<file path="src/rtl/ascon_mem_stream.sv">
`default_nettype none
// ============================================================================
// Module  : ascon_mem_stream
// Brief   : Sequencer that streams message blocks from the scratch RAM to the
//           ASCON core, then writes the returned blocks back to RAM.
// Revision: 1.0 - initial release
// ============================================================================
module ascon_mem_stream #(
  parameter  int CORE_W = 64,
  parameter  int MEM_W  = 32,
  parameter  int ADDR_W = 5,
  parameter  int LEN_W  = 8,
  localparam int WPB    = CORE_W / MEM_W,
  localparam int BPB    = CORE_W / 8,
  localparam int BS_W   = $clog2(BPB + 1)
) (
  input  logic              clk,
  input  logic              nRST,
  input  logic              busy,
  input  logic              ct_valid,
  input  logic [LEN_W-1:0]  datalen,
  input  logic [ADDR_W-1:0] src_base,
  input  logic [ADDR_W-1:0] dst_base,
  input  logic              wb_we,
  input  logic [ADDR_W-1:0] wb_addr,
  input  logic [MEM_W-1:0]  wb_wdata,
  input  logic [MEM_W-1:0]  mem_rdata,
  input  logic [CORE_W-1:0] core_din,
  output logic [CORE_W-1:0] core_dout,
  output logic              pt_valid,
  output logic [BS_W-1:0]   blocksize,
  output logic              we,
  output logic [ADDR_W-1:0] mem_addr,
  output logic [MEM_W-1:0]  mem_wdata,
  output logic              wb_stall,
  output logic              done
);

  localparam int IDX_W = $clog2(WPB + 1);

  typedef enum logic [2:0] {
    S_IDLE  = 3'd0,
    S_READ  = 3'd1,
    S_WAIT  = 3'd2,
    S_WRITE = 3'd3,
    S_DONE  = 3'd4
  } state_t;

  state_t             r_state;
  state_t             w_next;
  logic [LEN_W-1:0]   r_blk;
  logic [LEN_W-1:0]   r_remain;
  logic [IDX_W-1:0]   r_idx;
  logic [ADDR_W-1:0]  r_src;
  logic [ADDR_W-1:0]  r_dst;
  logic [CORE_W-1:0]  r_rd_buf;
  logic [CORE_W-1:0]  r_wr_buf;
  logic               w_last;
  logic [ADDR_W-1:0]  w_blk_off;
  logic [MEM_W-1:0]   w_wr_word;

  // r_remain counts bytes left including the current block
  assign w_last    = (int'(r_remain) <= BPB);
  assign w_blk_off = ADDR_W'(int'(r_blk) * WPB);

  always_ff @(posedge clk or negedge nRST) begin
    if (!nRST) r_state <= S_IDLE;
    else       r_state <= w_next;
  end

  always_comb begin
    w_next = r_state;
    case (r_state)
      S_IDLE:  if (busy) w_next = (datalen == '0) ? S_DONE : S_READ;
      S_READ:  if (!busy) w_next = S_IDLE;
               else if (r_idx == IDX_W'(WPB)) w_next = S_WAIT;
      S_WAIT:  if (!busy) w_next = S_IDLE;
               else if (ct_valid) w_next = S_WRITE;
      S_WRITE: if (!busy) w_next = S_IDLE;
               else if (r_idx == IDX_W'(WPB - 1)) w_next = w_last ? S_DONE : S_READ;
      S_DONE:  if (!busy) w_next = S_IDLE;
      default: w_next = S_IDLE;
    endcase
  end

  always_ff @(posedge clk or negedge nRST) begin
    if (!nRST) begin
      r_blk    <= '0;
      r_remain <= '0;
      r_idx    <= '0;
      r_src    <= '0;
      r_dst    <= '0;
      r_rd_buf <= '0;
      r_wr_buf <= '0;
    end else begin
      case (r_state)
        S_IDLE: if (busy) begin
          r_src    <= src_base;
          r_dst    <= dst_base;
          r_remain <= datalen;
          r_blk    <= '0;
          r_idx    <= '0;
        end
        S_READ: if (busy) begin
          // RAM data lags the address by one cycle, so word idx-1 lands now
          for (int w = 0; w < WPB; w++)
            if (r_idx == IDX_W'(w + 1)) r_rd_buf[w*MEM_W +: MEM_W] <= mem_rdata;
          r_idx <= (r_idx == IDX_W'(WPB)) ? '0 : r_idx + 1'b1;
        end
        S_WAIT: if (busy && ct_valid) begin
          r_wr_buf <= core_din;
          r_idx    <= '0;
        end
        S_WRITE: if (busy) begin
          if (r_idx == IDX_W'(WPB - 1)) begin
            r_idx <= '0;
            if (!w_last) begin
              r_blk    <= r_blk + 1'b1;
              r_remain <= r_remain - LEN_W'(BPB);
            end
          end else begin
            r_idx <= r_idx + 1'b1;
          end
        end
        default: ;
      endcase
    end
  end

  always_comb begin
    w_wr_word = '0;
    for (int w = 0; w < WPB; w++)
      if (r_idx == IDX_W'(w)) w_wr_word = r_wr_buf[w*MEM_W +: MEM_W];
  end

  always_comb begin
    we        = 1'b1;
    mem_addr  = r_src + w_blk_off + ADDR_W'(r_idx);
    mem_wdata = '0;
    case (r_state)
      S_IDLE: begin
        we        = wb_we;
        mem_addr  = wb_addr;
        mem_wdata = wb_wdata;
      end
      S_WRITE: begin
        we        = 1'b0;
        mem_addr  = r_dst + w_blk_off + ADDR_W'(r_idx);
        mem_wdata = w_wr_word;
      end
      default: ;
    endcase
  end

  assign core_dout = r_rd_buf;
  assign pt_valid  = (r_state == S_WAIT);
  assign blocksize = ((r_state == S_WAIT) || (r_state == S_WRITE))
                     ? (w_last ? BS_W'(r_remain) : BS_W'(BPB)) : '0;
  assign wb_stall  = (r_state != S_IDLE);
  assign done      = (r_state == S_DONE);

endmodule
`default_nettype wire
</file>
<file path="config.mk">
export PLATFORM = sky130hd
export DESIGN_NAME = ascon_mem_stream
export DESIGN_NICKNAME = d
export VERILOG_FILES = /design/src/rtl/ascon_mem_stream.sv
export SDC_FILE = /design/constraint.sdc
export NUM_CORES = 1
export LEC_CHECK = 0
export ABC_AREA = 1
export CAP_MARGIN = 0
export CORE_ASPECT_RATIO = 0.8
export CORE_UTILIZATION = 60
export DETAILED_ROUTE_END_ITERATION = 8
export DONT_BUFFER_PORTS = 1
export GPL_TIMING_DRIVEN = 0
export PLACE_DENSITY_LB_ADDON = 0.2
export RECOVER_POWER = 50
export SLEW_MARGIN = 20
export SYNTH_ARGS = -nofsm -noshare
export SYNTH_HDL_FRONTEND = slang
export SYNTH_SLANG_ARGS = --single-unit
export TNS_END_PERCENT = 50
</file>
<file path="constraint.sdc">
create_clock -name clk -period 3.8 [get_ports clk]
set_input_delay 0.76 -clock clk [delete_from_list [all_inputs] [get_ports clk]]
set_output_delay 0.76 -clock clk [all_outputs]
set_load 0.03 [all_outputs]
</file>
==> out/results.ini, run 1 <==
[outcome]
status=complete, no violations

[pwr]
finalPower_mw=8.26
p_leak_nw=4.55
peakVddDrop_v=0.000498
p_switching_mw=3.92
power_frac_comb_pct=35.7
seqPwrFrac_pct=42.5
powerDensity_mw_per_mm2=945
p_clk_share_pct=21.8
p_int_mw=4.34
p_sw_share_pct=47.4

[logic_synthesis]
netlist_area_mm2=0.00806
synth-seq-cells=155
syn_area_per_cell_um2=8.18
synthArstFlopShare_pct=100
synth-edff-count=0
ys_types=34
ys_warn_count=0
syn-num-nets=1160
synth_top_flop_cell=dfrtp_1
seq_area_frac_synth_pct=48.1
syn_inst=986

[drt]
viasPerCell=5.65
drt_iter0_drc=693
ant_nets=0
drc_errors=0
wl_per_cell_um=17.6
wl_um=20900
dr.pass1.iters=7
via_count=6733

[floorplanning]
fp.dieW_um=132
start_util_pct=62.2
die_area_mm2=0.0139
pin_count=265
num_rows=37
fp.coreArea_mm2=0.0130
fp.dieH_um=106

[sta]
worst_pin_slew_ns=1.03
min_period_over_period_pct=94.4
min_period_ns=3.59
slew_headroom_pct=30.7
drv_slew=0
setup_viol_count_final=0
grt_setup_unrepaired=false
fin_worst_skew_ns=0.0101
fin_tns_setup_ns=0
hold_violations=0
max_freq_mhz=279

[clocking]
clock-root-buffer=clkbuf_16
cts_buffer_depth=2
tritoncts=built
clk_latency_ns=0.43
cts_sinks=155
cts_hold_buf=0
h-tree-depth=4
numCtsBuffers=17
cts.clk_slew.worst_paths_ns=0.06

[finish]
n_fill_cell=1147
multi_input_area_mm2=0.00331
fin_area_mm2=0.00874
drive_above_1_share_pct=11.7
syn_to_final_growth_pct=8.41
antenna_cells=0
final-seq-area_mm2=0.00388
instances_no_fill=1191
fin_nets=1178

[setup_path]
path_cells=inv_1, fa_1, inv_1, ha_1, inv_1, fa_1, o211ai_1
crit_slowest_cell=o211ai_1
cp-start-kind=flop
criticalPathCategory=flop to output port
cp.depth=7
critPathBufInv=3
max_stage_delay_ns=0.58
rr_worst_depth=7
worstPathMaxFanout=5
required_ns=3.04
path_common_cell=inv_1
critPathTopFamily=adder cells
endpoint_kind=output port
critPathArrivalTime_ns=2.83

[place]
place_hpwl_um=15100
dp_cells=1161
postPlaceCellArea_mm2=0.00828
io_buffer_count=0
routabilityCongestion=0.866

[global_routing]
grt_pass1_vias=6430
grt_pass1_wl_um=33300
antenna_found_initial=0
grt_use_total_pct=31.1
grt_max_degree=156
gr-total-overflow=0

[run]
cap_violations=0

[min_path]
hp-class=input pin to async pin

worst reg2reg max path, delay by kind of cell, from the launching register on:
family	cells	cell delay, ns
AO/OA/AOI/OAI	1	0.17
flip-flops	1	0.44
buffers and inverters	3	1.49
AND/OR/NAND/NOR	3	0.49
cell usage in the layout, fill, tap and decap left out, drive strengths merged:
cell type  netlist  layout
a21oi            6       6
buf             40      25
bufinv           0       4
clkbuf          17      49
clkinv           1       5
clkinvlp         0       3
dfrtp          155     155
fa               4       4
ha              14      14
inv            106     108
nand2          363     363
nand3           72      72
nand4           32      32
nor2            26      26
nor3             3       3
o211ai           1       1
o21a             1       1
o21ai          138     138
o21bai           1       1
o221ai           1       1
o22ai            1       1
xnor2            2       2
xor2             2       2
area by class of cell:
type	count	share of cell area, %
inverter	107	4.65
sequential	155	44.4
tap	175	2.51
multi-input combinational	667	37.9
buffer	56	3.44
clock buffer	18	4.91
clock inverter	13	2.18
power by group through the flow:
stage                     Clock [mW]  Sequential [mW]  Combinational, mW
after floorplan                    0             3.36               2.48
after detailed placement           0             3.51               3.03
final                           1.80             3.51               2.95
after global routing            1.87             3.58               3.28
after CTS                       1.81             3.50               3.06
after global placement             0             3.50               2.95
synth_stat cells, types with 5 or more instances:
cell / number / area (um^2)
nand2_1: 358 / 1340
dfrtp_1: 155 / 3880
inv_1: 99 / 372
nand3_1: 69 / 345
o21ai_1: 54 / 270
o21ai_2: 50 / 438
o21ai_0: 34 / 170
nand4_1: 32 / 200
buf_6: 21 / 236
nor2_1: 20 / 75.1
clkbuf_1: 17 / 63.8
ha_1: 14 / 175
buf_2: 13 / 65.1
buf_4: 6 / 45.0
inv_2: 5 / 18.8
layer usage:
| metal | vias up | wire length [um] | track usage, % | part of all wire, % |
|---|---|---|---|---|
| met1 | 3158 | 8750 | 42.2 | 42 |
| met3 | 37 | 2170 | 10.1 | 10 |
| met2 | 357 | 9580 | 47.2 | 46 |
| met5 | - | 0 | 0 | 0 |
| li1 | 3181 | - | - | - |
| met4 | 0 | 434 | 10.2 | 2.1 |
final timing paths:
check                               from       endpoint  slack, ns
setup / recovery                r_blk[0]    mem_addr[2]       0.21
hold / removal                      nRST    r_remain[7]       0.03
setup reg to reg              r_state[2]    r_wr_buf[4]       1.07
hold reg to reg             r_wr_buf[35]   r_wr_buf[35]       0.48
max in group asynchronous           nRST       r_idx[1]       3.52
min in group clk           mem_rdata[11]  core_dout[11]       0.45
logic make-up after synthesis:
logic type	count (synthesis)	share of synthesized area [%]
DFF	155	48.1
and+or+nand+nor	496	26.3
adders and majority gates	18	3.17
AOI/OAI and AO/OA	149	11.9
xor gates and xnor gates	4	0.435
buffers and inverters	164	10.1
per-stage QoR:
stage	util, %	setup slack, ns	hold WS, ns
2_1_floorplan	-	0.422	0.446
3_3_place_gp	63.9	0.0737	0.458
3_5_place_dp	63.9	0.0788	0.468
4_1_cts	68.7	0.00568	0.0187
5_1_grt	67.4	0.109	0.0151
6_report	67.4	0.215	0.0341
registers in the layout, indices dropped and copies added, names as in the netlist:
register / count
core_dout: 64
r_wr_buf: 64
r_remain: 8
r_dst: 5
r_src: 5
r_blk: 4
r_state: 3
r_idx: 2
timing repair:
item / in CTS / in global routing
buffers inserted: 0 / 0
pin swaps: 1 / 1
gates resized for setup: 4 / 1
endpoints found under the setup margin: 2 / 2
Power figures use the tool's default switching activity.
==> run 2: changes to the inputs <==
--- a/config.mk
+++ b/config.mk
@@ -11,6 +11,7 @@
 export CORE_UTILIZATION = 60
 export DETAILED_ROUTE_END_ITERATION = 8
 export DONT_BUFFER_PORTS = 1
+export GPL_ROUTABILITY_DRIVEN = 0
 export GPL_TIMING_DRIVEN = 0
 export PLACE_DENSITY_LB_ADDON = 0.2
 export RECOVER_POWER = 50
==> results of run 2 <==
Same layout as run 1: the final DEF is identical, and so are final timing and power.
==> run 3: changes to the inputs <==
--- a/config.mk
+++ b/config.mk
@@ -13,8 +13,9 @@
 export DONT_BUFFER_PORTS = 1
 export GPL_ROUTABILITY_DRIVEN = 0
 export GPL_TIMING_DRIVEN = 0
-export PLACE_DENSITY_LB_ADDON = 0.2
+export PLACE_DENSITY_LB_ADDON = 0.12
 export RECOVER_POWER = 50
+export SKIP_LAST_GASP = 1
 export SLEW_MARGIN = 20
 export SYNTH_ARGS = -nofsm -noshare
 export SYNTH_HDL_FRONTEND = slang
==> out/results.ini, run 3 (synthesized netlist as in run 1, its figures left out) <==
[global_routing]
grt_pass1_wl_um=32800
grt_pass1_vias=6367
antenna_found_initial=0
grt_use_total_pct=30.8
grt_max_degree=156
gr-total-overflow=0

[floorplanning]
pin_count=265
fp.dieW_um=132
fp.coreArea_mm2=0.0130
start_util_pct=62.2
fp.dieH_um=106
num_rows=37
die_area_mm2=0.0139

[drt]
viasPerCell=5.57
via_count=6641
drt_iter0_drc=476
ant_nets=0
wl_um=20800
drc_errors=0
dr.pass1.iters=5
wl_per_cell_um=17.5

[clocking]
clock-root-buffer=clkbuf_16
cts_hold_buf=0
cts_buffer_depth=2
cts.clk_slew.worst_paths_ns=0.06
h-tree-depth=4
clk_latency_ns=0.43
cts_sinks=155
tritoncts=built
numCtsBuffers=17

[finish]
final_common_cell=nand2_1
drive_above_1_share_pct=10.0
syn_to_final_growth_pct=7.43
final_cell_mix=360 x nand2_1, 154 x dfrtp_1, 101 x inv_1
fin_nets=1179
antenna_cells=0

[sta]
min_period_over_period_pct=94.8
setup_viol_count_final=0
worst_pin_slew_ns=1.01
slew_headroom_pct=32.2
grt_setup_unrepaired=false
min_period_ns=3.60
fin_worst_skew_ns=0.00618
hold_violations=0
fin_tns_setup_ns=0
max_freq_mhz=278
drv_slew=0

[pwr]
peakVddDrop_v=0.000519
finalPower_mw=8.08
powerDensity_mw_per_mm2=933
p_leak_nw=4.51

[run]
cap_violations=0

[setup_path]
critPathArrivalTime_ns=2.84
required_ns=3.04
cp-start-kind=flop
worstReg2RegStart=r_state[2]
critPathLaunch=r_blk[0]
endpoint_kind=output port
worstPathMaxFanout=5
criticalPathCategory=flop to output port

[min_path]
hp-class=input pin to async pin

[outcome]
status=complete, no violations

[place]
place_hpwl_um=15200
io_buffer_count=0

==> run 3: path summary, 6_finish.rpt <==
kind,slack [ns],cells after the start,end
hold / removal,0.03,0,r_remain[7]
hold reg to reg,0.48,2,r_wr_buf[60]
setup reg to reg,1.00,7,r_wr_buf[1]
max in group asynchronous,3.53,0,core_dout[52]
min in group clk,0.44,2,core_dout[1]
setup / recovery,0.20,7,mem_addr[2]
==> run 3: repair_timing <==
| action | CTS | global route |
|---|---|---|
| pin swaps | 1 | 1 |
| setup buffers | 1 | 0 |
| endpoints found under the setup margin | 2 | 1 |
| resized for setup | 5 | 1 |
==> run 3: power breakdown <==
group | internal [mW] | total [mW] | switching [mW]
Combinational | 0.841 | 2.92 | 2.07
Clock | 0.934 | 1.66 | 0.730
Sequential | 2.40 | 3.50 | 1.10
Total | 4.18 | 8.08 | 3.91
==> run 3: final cells by class <==
type | count | area [um^2]
repair buffers | 1 | 7.51
inverters | 107 | 408
fillers | 1120 | 4300
flip-flops and latches | 155 | 3880
clock inverters | 13 | 130
multi-input cells | 667 | 3230
plain buffers | 56 | 340
clock buffers | 19 | 443
well taps | 175 | 219
==> run 3: through the flow <==
| step | setup slack (ns) | cell area, um^2 | util, % | cells | hold slack, ns |
|---|---|---|---|---|---|
| floorplan | 0.422 | 8060 | - | 986 | 0.446 |
| global placement | 0.0809 | 8280 | 63.9 | 1161 | 0.463 |
| detailed placement | 0.0229 | 8280 | 63.9 | 1161 | 0.468 |
| CTS | 0.0757 | 8870 | 68.5 | 1194 | 0.0136 |
| global route | 0.0279 | 8660 | 66.8 | 1193 | 0.00562 |
| finish | 0.197 | 8660 | 66.8 | 1193 | 0.0262 |
==> run 3: metal layers <==
metal  up-vias  wire, um  GRT usage [%]
met3        32      1830           10.1
met2       262      9450           46.1
met5         -         0              0
li1       3181         -              -
met1      3166      9090           41.7
met4         0       472           11.9
==> run 3: critical path: stages (launching register included) <==
cell and delay [ns]:
dfrtp_1 0.44, inv_1 0.11, fa_1 0.54, inv_1 0.05, ha_1 0.21, inv_1 0.07, fa_1 0.42, o211ai_1 0.58
